## config.mk

```make
export PLATFORM = sky130hd
export DESIGN_NAME = calc_entry_ctrl
export DESIGN_NICKNAME = d
export VERILOG_FILES = /design/src/rtl/calc_pkg.sv /design/src/rtl/bin2bcd_seq.sv /design/src/rtl/calc_entry_ctrl.sv
export SDC_FILE = /design/constraint.sdc
export NUM_CORES = 1
export LEC_CHECK = 0
export ABC_AREA = 1
export CORE_MARGIN = 1.5
export CORE_UTILIZATION = 55
export DETAILED_ROUTE_END_ITERATION = 8
export PLACE_DENSITY = 0.72
export SYNTH_ARGS = -nofsm -noshare
export SYNTH_HDL_FRONTEND = slang
export SYNTH_HIERARCHICAL = 1
export SYNTH_SLANG_ARGS = --single-unit
```

## constraint.sdc

```tcl
create_clock -name clk -period 10.6 [get_ports clk]
set_input_delay 2.12 -clock clk [delete_from_list [all_inputs] [get_ports clk]]
set_output_delay 2.12 -clock clk [all_outputs]
set_load 0.05 [all_outputs]
```

## src/rtl/calc_pkg.sv

```systemverilog
// calc_pkg: key codes, operator/state enums and BCD operand helpers for the keypad calculator
package calc_pkg;
  localparam logic [3:0] KEY_ADD   = 4'd10;
  localparam logic [3:0] KEY_SUB   = 4'd11;
  localparam logic [3:0] KEY_MUL   = 4'd12;
  localparam logic [3:0] KEY_ENTER = 4'd13;
  localparam logic [3:0] KEY_CLEAR = 4'd14;

  typedef enum logic [1:0] {OP_ADD, OP_SUB, OP_MUL} op_t;

  typedef enum logic [2:0] {A_ENTRY, B_ENTRY, CALC, CONV, RESULT} state_t;

  typedef struct packed {
    logic [3:0] ten;
    logic [3:0] one;
  } bcd2_t;

  // A new digit enters only while the tens place is still empty.
  function automatic bcd2_t shift_digit(bcd2_t v, logic [3:0] d);
    return (v.ten == 4'd0) ? {v.one, d} : v;
  endfunction

  function automatic logic [6:0] bcd2_bin(bcd2_t v);
    return 7'(v.ten) * 7'd10 + 7'(v.one);
  endfunction

  function automatic op_t key_op(logic [3:0] k);
    return (k == KEY_SUB) ? OP_SUB : (k == KEY_MUL) ? OP_MUL : OP_ADD;
  endfunction
endpackage

```

## src/rtl/bin2bcd_seq.sv

```systemverilog
// bin2bcd_seq: iterative double-dabble converter, RES_W shifts from start to a one-cycle done pulse
module bin2bcd_seq #(
  parameter int RES_W = 14
) (
  input  logic             clk,
  input  logic             rst_n,
  input  logic             clear,
  input  logic             start,
  input  logic [RES_W-1:0] bin,
  output logic             done,
  output logic [15:0]      bcd
);
  localparam int CW = $clog2(RES_W + 1);

  logic [RES_W-1:0] sr;
  logic [CW-1:0]    cnt;
  logic             run;
  logic [15:0]      adj;

  // Add-3 correction on every BCD nibble that would overflow when doubled.
  always_comb begin
    adj = bcd;
    for (int i = 0; i < 4; i++)
      if (bcd[4*i +: 4] >= 4'd5) adj[4*i +: 4] = bcd[4*i +: 4] + 4'd3;
  end

  // The first shift happens on start (nothing to correct yet), the rest while running.
  always_ff @(posedge clk or negedge rst_n) begin
    if (!rst_n) begin
      bcd  <= '0;
      sr   <= '0;
      cnt  <= '0;
      run  <= 1'b0;
      done <= 1'b0;
    end else if (clear) begin
      bcd  <= '0;
      sr   <= '0;
      cnt  <= '0;
      run  <= 1'b0;
      done <= 1'b0;
    end else begin
      done <= 1'b0;
      if (start) begin
        bcd <= {15'd0, bin[RES_W-1]};
        sr  <= bin << 1;
        cnt <= CW'(RES_W - 1);
        run <= 1'b1;
      end else if (run) begin
        bcd <= (adj << 1) | {15'd0, sr[RES_W-1]};
        sr  <= sr << 1;
        cnt <= cnt - CW'(1);
        if (cnt == CW'(1)) begin
          run  <= 1'b0;
          done <= 1'b1;
        end
      end
    end
  end
endmodule

```

## src/rtl/calc_entry_ctrl.sv

```systemverilog
// calc_entry_ctrl: keypad entry sequencer, operand steering, calculation and BCD display drive
// Build option: define CALC_CHAIN_EN to let an operator key in RESULT reuse a small positive result as A.
module calc_entry_ctrl
  import calc_pkg::*;
#(
  parameter int KEY_W = 4,
  parameter int RES_W = 14
) (
  input  logic             clk,
  input  logic             rst_n,
  input  logic             key_valid,
  input  logic [KEY_W-1:0] key_code,
  output logic             busy,
  output logic [3:0]       disp_d3,
  output logic [3:0]       disp_d2,
  output logic [3:0]       disp_d1,
  output logic [3:0]       disp_d0,
  output logic             disp_neg,
  output logic [2:0]       state_o
);
  state_t           state, state_nx;
  bcd2_t            a, a_nx, b, b_nx;
  op_t              op, op_nx;
  logic [15:0]      res, res_nx;
  logic             neg, neg_nx;
  logic             start, clr, done;
  logic [15:0]      digits;
  logic [6:0]       a_bin, b_bin;
  logic [RES_W-1:0] bin;
  logic             is_digit, is_op, is_enter, is_clear;

  assign is_digit = key_valid && key_code <= 4'd9;
  assign is_op    = key_valid && (key_code == KEY_ADD || key_code == KEY_SUB || key_code == KEY_MUL);
  assign is_enter = key_valid && key_code == KEY_ENTER;
  assign is_clear = key_valid && key_code == KEY_CLEAR;

  assign a_bin = bcd2_bin(a);
  assign b_bin = bcd2_bin(b);
  assign bin   = (op == OP_ADD) ? RES_W'(a_bin) + RES_W'(b_bin) :
                 (op == OP_SUB) ? RES_W'(a_bin >= b_bin ? a_bin - b_bin : b_bin - a_bin) :
                                  RES_W'(a_bin) * RES_W'(b_bin);

  bin2bcd_seq #(.RES_W(RES_W)) u_conv (
    .clk  (clk),
    .rst_n(rst_n),
    .clear(clr),
    .start(start),
    .bin  (bin),
    .done (done),
    .bcd  (digits)
  );

  // State register and all datapath registers of the sequencer.
  always_ff @(posedge clk or negedge rst_n) begin
    if (!rst_n) begin
      state <= A_ENTRY;
      a     <= '0;
      b     <= '0;
      op    <= OP_ADD;
      res   <= '0;
      neg   <= 1'b0;
    end else begin
      state <= state_nx;
      a     <= a_nx;
      b     <= b_nx;
      op    <= op_nx;
      res   <= res_nx;
      neg   <= neg_nx;
    end
  end

  // Next-state and datapath updates per key; CLEAR overrides everything including the converter.
  always_comb begin
    state_nx = state;
    a_nx     = a;
    b_nx     = b;
    op_nx    = op;
    res_nx   = res;
    neg_nx   = neg;
    start    = 1'b0;
    clr      = 1'b0;
    case (state)
      A_ENTRY: begin
        if (is_digit) a_nx = shift_digit(a, 4'(key_code));
        else if (is_op) begin
          op_nx    = key_op(4'(key_code));
          b_nx     = '0;
          state_nx = B_ENTRY;
        end
      end
      B_ENTRY: begin
        if (is_digit) b_nx = shift_digit(b, 4'(key_code));
        else if (is_op) op_nx = key_op(4'(key_code));
        else if (is_enter) state_nx = CALC;
      end
      CALC: begin
        start    = 1'b1;
        neg_nx   = (op == OP_SUB) && (a_bin < b_bin);
        state_nx = CONV;
      end
      CONV: begin
        if (done) begin
          res_nx   = digits;
          state_nx = RESULT;
        end
      end
      RESULT: begin
        if (is_digit) begin
          a_nx     = '{ten: 4'd0, one: 4'(key_code)};
          b_nx     = '0;
          neg_nx   = 1'b0;
          state_nx = A_ENTRY;
        end
`ifdef CALC_CHAIN_EN
        else if (is_op && !neg && res[15:8] == 8'd0) begin
          a_nx     = res[7:0];
          op_nx    = key_op(4'(key_code));
          b_nx     = '0;
          state_nx = B_ENTRY;
        end
`endif
      end
      default: state_nx = A_ENTRY;
    endcase
    if (is_clear) begin
      state_nx = A_ENTRY;
      a_nx     = '0;
      b_nx     = '0;
      op_nx    = OP_ADD;
      res_nx   = '0;
      neg_nx   = 1'b0;
      start    = 1'b0;
      clr      = 1'b1;
    end
  end

  assign busy     = (state == CALC) || (state == CONV);
  assign state_o  = state;
  assign disp_neg = (state == RESULT) && neg;
  assign {disp_d3, disp_d2, disp_d1, disp_d0} =
    (state == RESULT) ? res : {8'd0, (state == A_ENTRY) ? a : b};
endmodule

```

==> impl_metrics.csv, run 1 <==
group,metric,value,unit
grt,grt_antenna_before_repair,0,
timing,tns,0,ps
floorplan,initial_core_util,56.8,%
floorplan,dieWidth,118,um
worst_setup_path,cp-startpoint,"b[5]",
logic_synthesis,syn-num-nets,1100,
drt,drt-initial-drc-count,412,
logic_synthesis,synth_ff_type,"dfrtp_1",
clock_network,cts_root_buf,"clkbuf_16",
clock_network,cts_sinks,73,
worst_setup_path,cpMaxStageDelayCell,"fa_1",
placement,gp_congestion,0.937,
logic_synthesis,synth_cell_types,45,
worst_setup_path,worstPathArrival,6240,ps
logic_synthesis,synth_area_leaders,"dfrtp_1 25%, ha_1 13%, nand2_1 12%",
timing,fin_worst_skew,6.63,ps
drt,viasPerCell,5.45,
worst_setup_path,reg2reg_slack,4560,ps
timing,hold_viol,0,
floorplan,die-area,0.0138,mm2
worst_setup_path,worst_r2r_path_depth,28,
logic_synthesis,netlist_area,0.00723,mm2
logic_synthesis,ys_warn_count,6,
floorplan,ios,28,
timing,max_slew_margin,37.1,%
final_layout,fin_nets,1122,
drt,wl_per_cell,15.6,um
drt,ant_nets,0,
timing,finalSetupViolCount,0,
logic_synthesis,synthCells,987,
timing,grt_setup_unrepaired,"false",
grt,grt_pass1_vias,6277,
clock_network,postCtsHoldBufs,0,
outcome,status,"finished clean",
clock_network,path_clk_slew,60,ps
timing,min_period,6040,ps
worst_setup_path,worstSetupStartpointType,"flip-flop",
logic_synthesis,async_flop_share,100,%
grt,grt-ovfl-total,0,
placement,port_buffers,27,
logic_synthesis,synth_edf_count,0,
grt,grt_pass1_wl,31000,um
worst_setup_path,r2r_start,"b[5]",
worst_setup_path,cp_slowest_stage_delay,550,ps
placement,dp_hpwl,14300,um
flow_run,maxCapViolations,0,
grt,grt_max_degree,74,
clock_network,cts_buffers,9,
timing,fin_crit_sh,57.0,%
worst_setup_path,r2r-end,"u_conv/sr[11]",
floorplan,rows,41,
min_path,hp-class,"flip-flop to flip-flop",
logic_synthesis,synth_seq_cells,73,
logic_synthesis,syn_avg_cell_area,7.33,um2
logic_synthesis,ys_seq_area_share,25.3,%
worst_setup_path,crit_path_max_fanout,7,
clock_network,cts_tree,"built",
floorplan,die_h,118,um
worst_setup_path,cp-endpoint,"u_conv/sr[11]",
worst_setup_path,criticalPathCategory,"flip-flop to flip-flop",
timing,max_clock_freq,165,MHz
logic_synthesis,synth_top_area_cell,"dfrtp_1",
floorplan,fp.coreArea,0.0127,mm2
final_layout,syn_to_final_growth,9.00,%
clock_network,h-tree-depth,3,
clock_network,clock_latency,340,ps
clock_network,cts_buffer_depth,2,
grt,grt_use_total,27.7,%
timing,drv_slew,0,
final_layout,diodes,0,
logic_synthesis,synth.top_cells.by_count,"230 x nand2_1, 164 x inv_1, 89 x nand3_1",
logic_synthesis,yosysTopAreaCellShare,25.3,%
drt,first_pass_iters,5,
worst_setup_path,worst_ep_required_time,10790,ps
drt,drt_wl_total,18500,um
worst_setup_path,crit_path_end_kind,"flip-flop",
logic_synthesis,synth_most_common_cell,"nand2_1",
drt,vias,6462,
drt,drc_errors,0,
clock_network,cts_resized,0,
final_layout,layout-drive-gt1-share,7.30,%
clock_network,cts_setup_buffers,0,
timing,worstMarginPinSlew,943,ps
## worst max-delay path: cells and delay by family, from the launching register on
kind / cells / cell delay, ps
fa+ha+maj: 8 / 3320
flops: 1 / 430
simple gates: 10 / 750
compound gates: 3 / 460
xor+xnor: 1 / 460
buf+inv: 6 / 490
## layer usage
metal | vias to the layer above | global-route usage (%) | part of all wire, %
met1 | 3021 | 38.5 | 47
met2 | 194 | 44.4 | 46
met5 | - | 0 | 0
met3 | 35 | 3.68 | 5.1
met4 | 0 | 10.1 | 2.5
li1 | 3212 | - | -
## cell type report
type,instances,area (um2)
tap,172,215
sequential,73,1830
multi-input combinational,721,4620
timing repair buffer,28,275
clock inverter,5,38.8
fill,1224,4840
clock buffer,11,243
inverter,176,661
## kinds of logic (layout without fill, tap and decap cells)
logic type,count (synthesis),in the layout,share of synthesized area [%]
xor gates and xnor gates,18,18,2.28
and+or+nand+nor,456,456,28.0
DFF,73,73,25.3
AOI/OAI and AO/OA,141,141,12.1
adders and majority gates,106,106,21.6
buffers and inverters,193,220,10.8
## layout by cell type, fill, tap and decap left out, types with 2 or more instances in the layout
master,n
nand2_1,230
inv_1,164
nand3_1,89
nor2_1,85
ha_1,75
dfrtp_1,73
o21ai_0,50
a21oi_1,34
fa_1,31
clkdlybuf4s50_1,26
nand4_1,17
nand2_2,12
inv_2,12
xor2_1,12
o21ai_1,12
o22ai_2,10
o22ai_1,9
clkbuf_16,9
o21bai_1,6
o211ai_1,5
o221ai_1,5
xnor2_1,5
nand3_2,4
nor2_4,3
nor2_2,3
nor3_1,3
a21oi_2,2
nand2_4,2
nor2_8,2
or2_2,2
a31oi_1,2
clkinv_4,2
buf_4,2
## stage by stage
stage	area [um2]	cells	utilization (%)	hold WS (ps)	setup WS, ps
2_1_floorplan	7230	987	-	453	4990
3_3_place_gp	7600	1170	59.7	489	4710
3_5_place_dp	7600	1170	59.7	489	4550
4_1_cts	7880	1186	62.0	503	4550
5_1_grt	7880	1186	62.0	538	4060
6_report	7880	1186	62.0	505	4560
## state kept, by name (all words and copies together) (netlist names)
| signal | cells |
|---|---|
| state_o | 3 |
| u_conv/done | 1 |
| b | 8 |
| neg | 1 |
| a | 8 |
| op | 2 |
| u_conv/sr | 13 |
| res | 16 |
| u_conv/bcd | 16 |
| u_conv/run | 1 |
| u_conv/cnt | 4 |
## worst min-delay path by stage
stage	start	endpoint	slack, ps	cells past startpoint
2_1_floorplan	u_conv/sr[12]	u_conv/sr[12]	450	2
3_3_place_gp	u_conv/sr[12]	u_conv/sr[12]	490	2
3_5_place_dp	u_conv/sr[12]	u_conv/sr[12]	490	2
4_1_cts	u_conv/sr[12]	u_conv/sr[12]	500	2
5_1_grt	b[1]	b[1]	540	2
6_report	u_conv/sr[12]	u_conv/sr[12]	500	2
Power of run 1 is not shown: default switching activity piles up to over one toggle a cycle in this logic, so the estimate is an artifact.
==> run 2, diff against run 1 <==
==> constraint.sdc (replaced) <==
create_clock -name clk -period 5.94 [get_ports clk]
set_input_delay 1.188 -clock clk [delete_from_list [all_inputs] [get_ports clk]]
set_output_delay 1.188 -clock clk [all_outputs]
set_load 0.05 [all_outputs]
==> run 2 against run 1 <==
- sequential cell count is the same
- clock-buffer cell count is the same
- largest cell class unchanged
- die area is the same
==> impl_metrics.csv, run 2 (same netlist as run 1, synthesis figures left out) <==
group,metric,value,unit
timing,hold_viol,0,
worst_setup_path,worstPathArrival,5830,ps
timing,drv_slew,0,
final_layout,post-route-cell-area,0.00799,mm2
grt,grt-ovfl-total,0,
timing,tns,0,ps
floorplan,initial_core_util,56.8,%
final_layout,fin_nets,1133,
final_layout,syn_to_final_growth,10.5,%
placement,dpl_cell_area,0.00765,mm2
final_layout,seq_area,0.00183,mm2
timing,max_clock_freq,179,MHz
worst_setup_path,worst_ep_required_time,6170,ps
worst_setup_path,worstSetupStartpointType,"flip-flop",
final_layout,multi_input_area,0.00465,mm2
clock_network,cts_tree,"built",
clock_network,postCtsHoldBufs,0,
placement,gp_congestion,0.940,
clock_network,cts_root_buf,"clkbuf_16",
worst_setup_path,cp_slowest_stage_delay,550,ps
worst_setup_path,cp_num_buf_inv,6,
drt,viasPerCell,5.46,
grt,grt_pass1_wl,31000,um
final_layout,diodes,0,
min_path,min_path_cells,2,
timing,layout_setup_ws,341,ps
drt,ant_nets,0,
timing,worstMarginPinSlew,943,ps
floorplan,dieWidth,118,um
worst_setup_path,cpMaxStageDelayCell,"fa_1",
drt,first_pass_iters,5,
worst_setup_path,path_common_cell,"nand2_1",
clock_network,cts_buffers,9,
clock_network,h-tree-depth,3,
placement,pre_cts_ws,156,ps
timing,fin_worst_skew,11.8,ps
timing,finalSetupViolCount,0,
floorplan,ios,28,
final_layout,mostFrequentLayoutCells,"230 x nand2_1, 163 x inv_1, 89 x nand3_1, 84 x nor2_1, 74 x ha_1",
worst_setup_path,cp.depth,28,
floorplan,fp.coreArea,0.0127,mm2
timing,min_period,5600,ps
drt,drt_wl_total,18500,um
clock_network,cts_sinks,73,
worst_setup_path,crit_family,"adder cells",
drt,wl_per_cell,15.4,um
placement,port_buffers,27,
grt,grt_use_total,27.7,%
flow_run,maxCapViolations,0,
min_path,hp-class,"flip-flop to flip-flop",
drt,vias,6535,
final_layout,final_core_utilization,62.8,%
outcome,status,"finished clean",
final_layout,layout-drive-gt1-share,8.98,%
floorplan,die-area,0.0138,mm2
worst_setup_path,worst_r2r_path_depth,28,
drt,drc_errors,0,
clock_network,path_clk_slew,60,ps
clock_network,clock_latency,350,ps
grt,grt_pass1_vias,6250,
final_layout,top_regs,"res: 16 flops, u_conv/bcd: 16 flops, u_conv/sr: 13 flops",
final_layout,n_fill_cell,1194,
timing,fin_crit_sh,94.3,%
timing,max_slew_margin,37.2,%
clock_network,cts_buffer_depth,2,
worst_setup_path,crit_path_end_kind,"flip-flop",
floorplan,rows,41,
worst_setup_path,criticalPathCategory,"flip-flop to flip-flop",
floorplan,die_h,118,um
final_layout,layout_commonest_cell,"nand2_1",
grt,grt_antenna_before_repair,0,
placement,dp_hpwl,14200,um
grt,grt_max_degree,74,
worst_setup_path,crit_path_max_fanout,6,
drt,drt-initial-drc-count,415,
[run 2: changes by cell type in the layout (fill, tap and decap cells not counted), sizes merged]
cell    delta
inv        +1
clkinv     -1
buf       +11
[run 2: path summary, 6_finish.rpt]
| path | start | to | slack (ps) |
|---|---|---|---|
| worst max register to register | b[5] | u_conv/bcd[0] | 340 |
| worst max-delay path | b[5] | u_conv/bcd[0] | 340 |
| min in group asynchronous | rst_n | u_conv/sr[8] | 960 |
| worst min-delay path | u_conv/bcd[9] | u_conv/bcd[9] | 510 |
| max in group asynchronous | rst_n | b[5] | 4280 |
| worst min register to register | u_conv/bcd[9] | u_conv/bcd[9] | 510 |
[run 2: area by class of cell]
cell class,instances,share of cell area (%)
multi-input combinational,721,58.2
sequential,73,22.9
inverter,176,8.27
timing repair buffer,39,4.48
clock buffer,11,3.04
tap,172,2.69
clock inverter,5,0.485
[run 2: worst min-delay path, stage by stage (launching register included)]
cell     delay (ps)
dfrtp_1         360
nand2_1          60
nand2_1          60
[run 2: per-stage QoR]
step,std cells,hold WS [ps]
3_3_place_gp,1177,495
6_report,1197,513
4_1_cts,1193,513
5_1_grt,1197,541
3_5_place_dp,1177,496
2_1_floorplan,987,453
[run 2: what timing repair did]
action,in CTS,in global routing
setup endpoints to repair,0,7
setup buffers,0,4
resized for setup,0,7
[run 2: metal layers]
layer,track usage [%],vias up,part of all wire (%)
li1,-,3227,-
met1,38.7,3023,45
met2,44.1,257,46
met3,4.94,28,7.1
met4,7.77,0,1.8
met5,0,-,0
Power of run 2 is left out for the same reason.
